**src/rtl/reorder_buffer.sv**
```systemverilog
// In-order-retire reorder buffer: reserve in order, complete out of order, retire in order.
// Optional synchronous flush port is enabled by defining REORDER_BUFFER_FLUSH_EN.
module reorder_buffer #(
  parameter int unsigned WIDTH       = 8,
  parameter int unsigned DEPTH       = 8,
  parameter int unsigned INDEX_WIDTH = $clog2(DEPTH)
) (
  input  logic                   clock,
  input  logic                   resetn,
`ifdef REORDER_BUFFER_FLUSH_EN
  input  logic                   flush,
`endif
  output logic                   full,
  output logic                   empty,
  input  logic                   reserve_enable,
  output logic [INDEX_WIDTH-1:0] reserve_index,
  input  logic                   write_enable,
  input  logic [INDEX_WIDTH-1:0] write_index,
  input  logic [WIDTH-1:0]       write_data,
  output logic                   write_error,
  input  logic                   read_enable,
  output logic                   read_valid,
  output logic [WIDTH-1:0]       read_data,
  output logic                   read_error
);

  logic [INDEX_WIDTH:0]   head_q, head_d, tail_q, tail_d, used;
  logic [INDEX_WIDTH-1:0] head_idx, tail_idx, write_offset;
  logic [DEPTH-1:0]       completed_q, completed_d;
  logic [WIDTH-1:0]       mem_q [DEPTH];
  logic                   flush_req, reserve_ok, write_ok, read_ok;
  logic                   write_error_q, read_error_q;

`ifdef REORDER_BUFFER_FLUSH_EN
  assign flush_req = flush;
`else
  assign flush_req = 1'b0;
`endif

  assign head_idx = head_q[INDEX_WIDTH-1:0];
  assign tail_idx = tail_q[INDEX_WIDTH-1:0];

  assign empty = (head_q == tail_q);
  assign full  = (head_idx == tail_idx) && (head_q[INDEX_WIDTH] != tail_q[INDEX_WIDTH]);

  assign reserve_index = tail_idx;
  assign read_valid    = !empty && completed_q[head_idx];
  assign read_data     = mem_q[head_idx];
  assign write_error   = write_error_q;
  assign read_error    = read_error_q;

  // An index is reserved when its distance from head (mod DEPTH) is below the occupancy.
  assign used         = tail_q - head_q;
  assign write_offset = write_index - head_idx;

  assign reserve_ok = reserve_enable && !full && !flush_req;
  assign write_ok   = write_enable && !flush_req && ({1'b0, write_offset} < used) &&
                      !completed_q[write_index];
  assign read_ok    = read_enable && read_valid && !flush_req;

  always_comb begin
    head_d      = head_q;
    tail_d      = tail_q;
    completed_d = completed_q;
    if (flush_req) begin
      head_d      = '0;
      tail_d      = '0;
      completed_d = '0;
    end else begin
      if (write_ok) completed_d[write_index] = 1'b1;
      if (read_ok) begin
        completed_d[head_idx] = 1'b0;
        head_d                = head_q + 1'b1;
      end
      if (reserve_ok) begin
        completed_d[tail_idx] = 1'b0;
        tail_d                = tail_q + 1'b1;
      end
    end
  end

  always_ff @(posedge clock or negedge resetn) begin
    if (!resetn) begin
      head_q        <= '0;
      tail_q        <= '0;
      completed_q   <= '0;
      write_error_q <= 1'b0;
      read_error_q  <= 1'b0;
    end else begin
      head_q        <= head_d;
      tail_q        <= tail_d;
      completed_q   <= completed_d;
      write_error_q <= write_enable && !write_ok && !flush_req;
      read_error_q  <= read_enable && !read_valid && !flush_req;
    end
  end

  // Data contents are only observable through completed entries, so no reset is needed.
  always_ff @(posedge clock) begin
    if (write_ok) mem_q[write_index] <= write_data;
  end

endmodule

```
**config.mk**
```make
export PLATFORM = sky130hd
export DESIGN_NAME = reorder_buffer
export DESIGN_NICKNAME = d
export VERILOG_FILES = /design/src/rtl/reorder_buffer.sv
export SDC_FILE = /design/constraint.sdc
export NUM_CORES = 1
export LEC_CHECK = 0
export BUFFER_PORTS_ARGS = -buffer_cell sky130_fd_sc_hd__buf_2
export CAP_MARGIN = 15
export CORE_ASPECT_RATIO = 1.25
export CORE_MARGIN = 4
export CORE_UTILIZATION = 35
export DETAILED_ROUTE_END_ITERATION = 8
export HOLD_SLACK_MARGIN = 0.06
export PLACE_DENSITY = 0.54
export SKIP_CTS_REPAIR_TIMING = 1
export SYNTH_ARGS = -nofsm -noshare
export SYNTH_HDL_FRONTEND = slang
export SYNTH_SLANG_ARGS = --single-unit
export TNS_END_PERCENT = 50
```
**constraint.sdc**
```tcl
create_clock -name clock -period 4.2 [get_ports clock]
set_input_delay 0.21 -clock clock [delete_from_list [all_inputs] [get_ports clock]]
set_output_delay 0.21 -clock clock [all_outputs]
set_load 0.02 [all_outputs]
```
==> results by group, run 1 <==
Floorplanning
  • Boundary Pins: 32
  • Core ar.: 0.0106 mm^2
  • Starting Density: 0.359
  • Area of the die: 0.0126 mm^2
  • Die H: 125 um
  • Die Wd: 101 um
  • Row cnt: 42

Flow run
  • Number of max-cap violations: 0

Yosys
  • Top-area cell type share of the netlist area: 0.504
  • Synth area leaders: edfxtp_1, dfrtp_1, mux4_2
  • Gate Count Post-Synth: 264
  • Synth warn: 0
  • Post-synth top area cell: edfxtp_1
  • Post-synth EDFFs: 64
  • Synth unique cells: 42
  • Share of the yosys chip area belonging to registers: 0.622
  • Ys async rst share: 0.220
  • Ys flop type: edfxtp_1
  • Syn_nets: 290
  • Mean post-synth cell area: 14.4 um^2
  • Post-Synthesis Cell Area: 0.00381 mm^2
  • Yosys reg bits: 82

Detailed routing
  • DR DRC count: 0
  • DR vias: 2275
  • WL per Instance: 18.9 um
  • Routed wire length: 8.35 mm
  • Vias per std cell: 5.15
  • Drt first-iter violations: 91
  • Pre-antenna DRT Iters: 4
  • Final ANT Viol Nets: 0

STA
  • Minimum clock period: 3180 ps
  • RSZ-0062 raised after global routing: false
  • Worst-Margin Slew: 801 ps
  • Slew Viols, Final: 0
  • Final hold vios: 0
  • Fin crit share: 0.757
  • Highest clock rate: 314 MHz
  • Worst Skew: 5.01 ps
  • Worst relative slew slack: 0.464
  • Finish-stage setup viols: 0
  • Final WS setup: 1020 ps
  • Setup TNS: 0 ps

Worst setup path
  • Crit path required time: 4240 ps
  • Startpoint types: flop
  • Critical path data arrival time: 3230 ps
  • Setup crit start: tail_q[0]
  • Worst Setup End Kind: flop
  • Reg-to-Reg Start: tail_q[0]
  • WS Path Type: flop to flop
  • CP max FO: 8

Final layout
  • Area delta synth->final: 16.5%
  • Non-Filler Instances: 442
  • Layout cells sized above 1: 0.268
  • # diodes: 0
  • Sequential Area: 0.00237 mm^2
  • Filler cells: 1008
  • Multi-input gate area: 0.00130 mm^2
  • NumNets Final: 331

Global route
  • First-pass GRT wire length: 13.2 mm
  • Vias in the first global route: 2384
  • Total gr overflow: 0
  • Antenna violations before repair: 0
  • Gr usage total: 0.139
  • Pin count of the biggest net entering global routing: 26

Worst hold path
  • Hold Crit Class: primary input to flop
  • Hold path start: write_enable

Clock tree
  • Clock slew at reported path FFs: 60 ps
  • Clock Sinks: 82
  • Clk_lat worst skew: 330 ps
  • Clock root cell: clkbuf_16
  • Htree depth: 3
  • CTS tree: done
  • Num CTS Buffers: 9
  • Clock Tree Buf Depth: 2

Status
  • Status: completed

Place
  • Place WS: 983 ps
  • Port Buf Inserts: 31
  • HPWL after DPL: 5.73 mm
  • GPL Wtd Cong: 0.778
  • Placed insts: 425

Pwr
  • Lkg Pwr: 1.65 nW
  • Worst IR Drop VDD: 0.351 mV
  • PD cells: 724 mW/mm^2
-- logic make-up after synthesis --
logic type | synth area share
AO/OA/AOI/OAI | 0.0637
XOR/XNOR | 0.0253
adder cells (fa/ha/maj) | 0.0367
buffers and inverters | 0.0374
flip-flops | 0.622
multiplexers | 0.116
AND/OR/NAND/NOR | 0.0984
-- critical path, cell delays in order, from the launching register on --
cell	delay [ps]
dfrtp_1	450
inv_1	170
ha_1	180
inv_1	50
fa_1	480
inv_1	40
ha_1	260
a21o_1	150
a21oi_1	300
o211ai_2	290
nor2_1	300
buf_4	220
-- flip-flops by register name (all words and copies together), names as in the netlist --
register / cells
completed_q: 8
head_q: 4
read_error: 1
mem_q: 64
write_error: 1
tail_q: 4
-- power breakdown --
part / internal (mW) / switching [mW] / total, mW
combinational: 0.529 / 0.785 / 1.31
sequential: 1.02 / 0.110 / 1.13
clock: 0.462 / 0.308 / 0.771
-- layout make-up --
class,count,share of cell area
Sequential cell,82,0.534
Multi-Input combinational cell,151,0.292
Timing Repair Buffer,44,0.0574
Clock buffer,12,0.0532
Tap cell,132,0.0372
Inverter,17,0.0144
Clock inverter,4,0.0115
-- cells in the mapped netlist, types with 2 or more instances --
library cell  instances
a2111oi_2             5
a211oi_1              3
a21oi_1               4
buf_2                 3
buf_4                 4
clkbuf_1              5
dfrtp_1              18
edfxtp_1             64
fa_1                  2
ha_1                  8
inv_1                15
inv_2                 2
mux2i_1               5
mux4_2               17
nand2_1              35
nand2b_1              6
nor2_1               18
nor2b_1               2
nor3_1                4
nor4_1                7
nor4b_1               2
o211ai_2              2
o21ai_0               4
o32ai_1               2
xnor2_1               9
xor2_1                2
-- metal layers --
layer,share of wire,global-route usage
met4,0.015,0.0469
met1,0.42,0.174
met2,0.53,0.236
met5,0,0
met3,0.033,0.0303
-- per-stage QoR --
step	util	cell area (um^2)	hold WS, ps	total power, mW
after detailed placement	0.391	4150	180	2.49
after global placement	0.391	4150	180	2.47
after global routing	0.419	4440	122	3.44
after floorplan	-	3810	-85.6	2.12
final	0.419	4440	128	3.22
after CTS	0.418	4430	-181	3.27
-- placed cells by master (no fill, tap or decap), drive strengths merged, types with 5 or more instances in the layout --
master and instances:
nor2 18, inv 18, mux4 17, dfrtp 18, nand2b 6, nor4 7, buf 43, clkbuf 12
nand2 35, mux2i 5, xnor2 9, edfxtp 64, a2111oi 5, o21ai 5, ha 8
-- final timing paths --
path,endpoint,slack (ps),cells past startpoint
min in group asynchronous,head_q[0],370,2
worst min-delay path,write_error,130,2
worst max-delay path,mem_q[3][4],1020,11
worst max register to register,mem_q[3][4],1020,11
max in group asynchronous,head_q[1],3510,2
worst min register to register,head_q[3],490,1
No activity file was read; power rests on OpenSTA's default activity.
==> run 2, diff against run 1 <==
Settings changed: ABC_AREA set to 1.
Clock period 4.2 ns to 3 ns, I/O delays scaled along.
==> results by group, run 2 <==
Status
  • Status: completed

Clock tree
  • Num CTS Buffers: 9
  • Clock Tree Buf Depth: 2
  • Clk_lat worst skew: 330 ps
  • Clock Sinks: 82
  • CTS tree: done
  • Clock root cell: clkbuf_16
  • Htree depth: 3
  • Clock slew at reported path FFs: 60 ps

STA
  • Fin crit share: 0.885
  • Highest clock rate: 376 MHz
  • Worst Skew: 6.10 ps
  • Minimum clock period: 2660 ps
  • Worst-Margin Slew: 748 ps
  • Final WS setup: 344 ps
  • Worst relative slew slack: 0.499
  • Slew Viols, Final: 0
  • RSZ-0062 raised after global routing: false
  • Final hold vios: 0
  • Finish-stage setup viols: 0
  • Setup TNS: 0 ps

Worst setup path
  • Top Family by Delay on Critical Path: adder cells
  • CP max FO: 10
  • Crit. path cell count: 14
  • RR Endpoint: mem_q[7][2]
  • Setup crit start: tail_q[0]
  • Reg-to-Reg Start: tail_q[0]
  • Critical path data arrival time: 2700 ps
  • Worst Setup End Kind: flop
  • WS Path Type: flop to flop
  • CP Cell Sequence: inv_1 -> ha_1 -> inv_1 -> fa_1 -> inv_1 -> ha_1 -> o21ai_0 -> nand2_1 -> nand2_1 -> nand2_1 -> nand2_2 -> nand2_1 -> nor2_1 -> buf_4
  • R2R Setup Slk: 340 ps
  • Crit path required time: 3050 ps
  • Critical Path Max Stage Delay: 480 ps
  • Startpoint types: flop
  • Critical path's slowest cell: fa_1
  • Buf+Inv Stages, Crit Path: 4
  • Worst Setup EP: mem_q[7][2]
  • Most used cell, CP: nand2_1
  • R2R depth: 14

Yosys
  • Ys flop type: edfxtp_1
  • Ys async rst share: 0.220
  • Post-Synthesis Cell Area: 0.00394 mm^2
  • Yosys reg bits: 82
  • Gate Count Post-Synth: 386
  • Synth area leaders: edfxtp_1, dfrtp_1, nor2_1
  • Synth warn: 0
  • Top-area cell type share of the netlist area: 0.488
  • Synth cell count leaders: nor2_1, edfxtp_1, nand2_1
  • Most frequent cell after synthesis: nor2_1
  • Synth unique cells: 31
  • Post-synth top area cell: edfxtp_1
  • Mean post-synth cell area: 10.2 um^2
  • Syn_nets: 412
  • Share of the yosys chip area belonging to registers: 0.603
  • Post-synth EDFFs: 64

Pwr
  • Lkg Pwr: 1.87 nW
  • Internal: 2.66 mW
  • Clock power frac: 0.209
  • Combinational Power Share: 0.462
  • Switching share of power: 0.433
  • Worst IR Drop VDD: 0.550 mV
  • PD cells: 1050 mW/mm^2
  • Switching Power: 2.03 mW
  • Seq pwr share: 0.328

Floorplanning
  • Core ar.: 0.0110 mm^2
  • Area of the die: 0.0130 mm^2
  • Row cnt: 43
  • Boundary Pins: 32
  • Starting Density: 0.357
  • Die Wd: 103 um
  • Die H: 127 um

Final layout
  • Largest register FFs: 64
  • Sequential Area: 0.00237 mm^2
  • NumNets Final: 443
  • Largest registers: mem_q (64), completed_q (8)
  • Layout cells sized above 1: 0.171
  • Area delta synth->final: 13.5%
  • Multi-input gate area: 0.00129 mm^2
  • Most frequent cells in the layout: nor2_1, edfxtp_1, nand2_1
  • Filler cells: 1093
  • Most common cell after layout, fill and taps aside: nor2_1
  • Largest Register: mem_q
  • # diodes: 0

Global route
  • Vias in the first global route: 2932
  • Pin count of the biggest net entering global routing: 43
  • Gr usage total: 0.159
  • Antenna violations before repair: 0
  • Total gr overflow: 0
  • First-pass GRT wire length: 15.4 mm

Worst hold path
  • Hold Crit Class: primary input to flop

Detailed routing
  • DR DRC count: 0
  • Pre-antenna DRT Iters: 4
  • Final ANT Viol Nets: 0
  • Drt first-iter violations: 158
  • Routed wire length: 9.62 mm
  • DR vias: 2788
  • Vias per std cell: 5.01
  • WL per Instance: 17.3 um

Place
  • Place WS: 195 ps
  • HPWL after DPL: 7.16 mm
  • Port Buf Inserts: 31
  • GPL Wtd Cong: 0.813

Flow run
  • Number of max-cap violations: 0
run 2: cell type report:
class / count / area share
Clock inverter: 5 / 0.00700
Inverter: 46 / 0.0386
Multi-Input combinational cell: 242 / 0.290
Clock buffer: 11 / 0.0521
Sequential cell: 82 / 0.531
Tap cell: 135 / 0.0378
Timing Repair Buffer: 36 / 0.0437
run 2: routing by layer:
metal	GRT usage	routed length, um	vias up
met4	0.0724	323	0
met3	0.0242	408	29
met5	0	0	-
met2	0.286	5150	74
met1	0.181	3740	1321
li1	-	-	1364
run 2: power groups by stage:
stage          clock, mW  sequential [mW]  combinational [mW]
2_1_floorplan          0             1.55                1.60
3_3_place_gp           0             1.56                2.18
3_5_place_dp           0             1.57                2.19
4_1_cts             1.01             1.54                2.20
5_1_grt             1.05             1.56                2.47
6_report           0.980             1.54                2.17
run 2: per-stage QoR:
stage	power, mW	cell area [um^2]	instances	util	hold slack, ps
floorplan	3.14	3940	386	-	-146
global placement	3.75	4190	540	0.380	132
detailed placement	3.76	4190	540	0.380	121
CTS	4.75	4460	556	0.404	-240
global route	5.08	4470	557	0.405	91.8
finish	4.68	4470	557	0.405	94.9
run 2: worst min-delay path by stage:
stage                 start             end  slack (ps)  depth (start not counted)
2_1_floorplan        resetn  completed_q[0]        -150                          0
3_3_place_gp         resetn     write_error         130                          1
3_5_place_dp         resetn     write_error         120                          1
4_1_cts              resetn     write_error        -240                          1
5_1_grt        write_enable     write_error          90                          2
6_report       write_enable     write_error          90                          2
run 2: cells by family after synthesis:
kind of cell               share of synthesized area
and+or+nand+nor                                0.193
DFF                                            0.603
buffers and inverters                         0.0683
AOI/OAI and AO/OA                             0.0852
adders and majority gates                     0.0356
xor gates and xnor gates                      0.0156
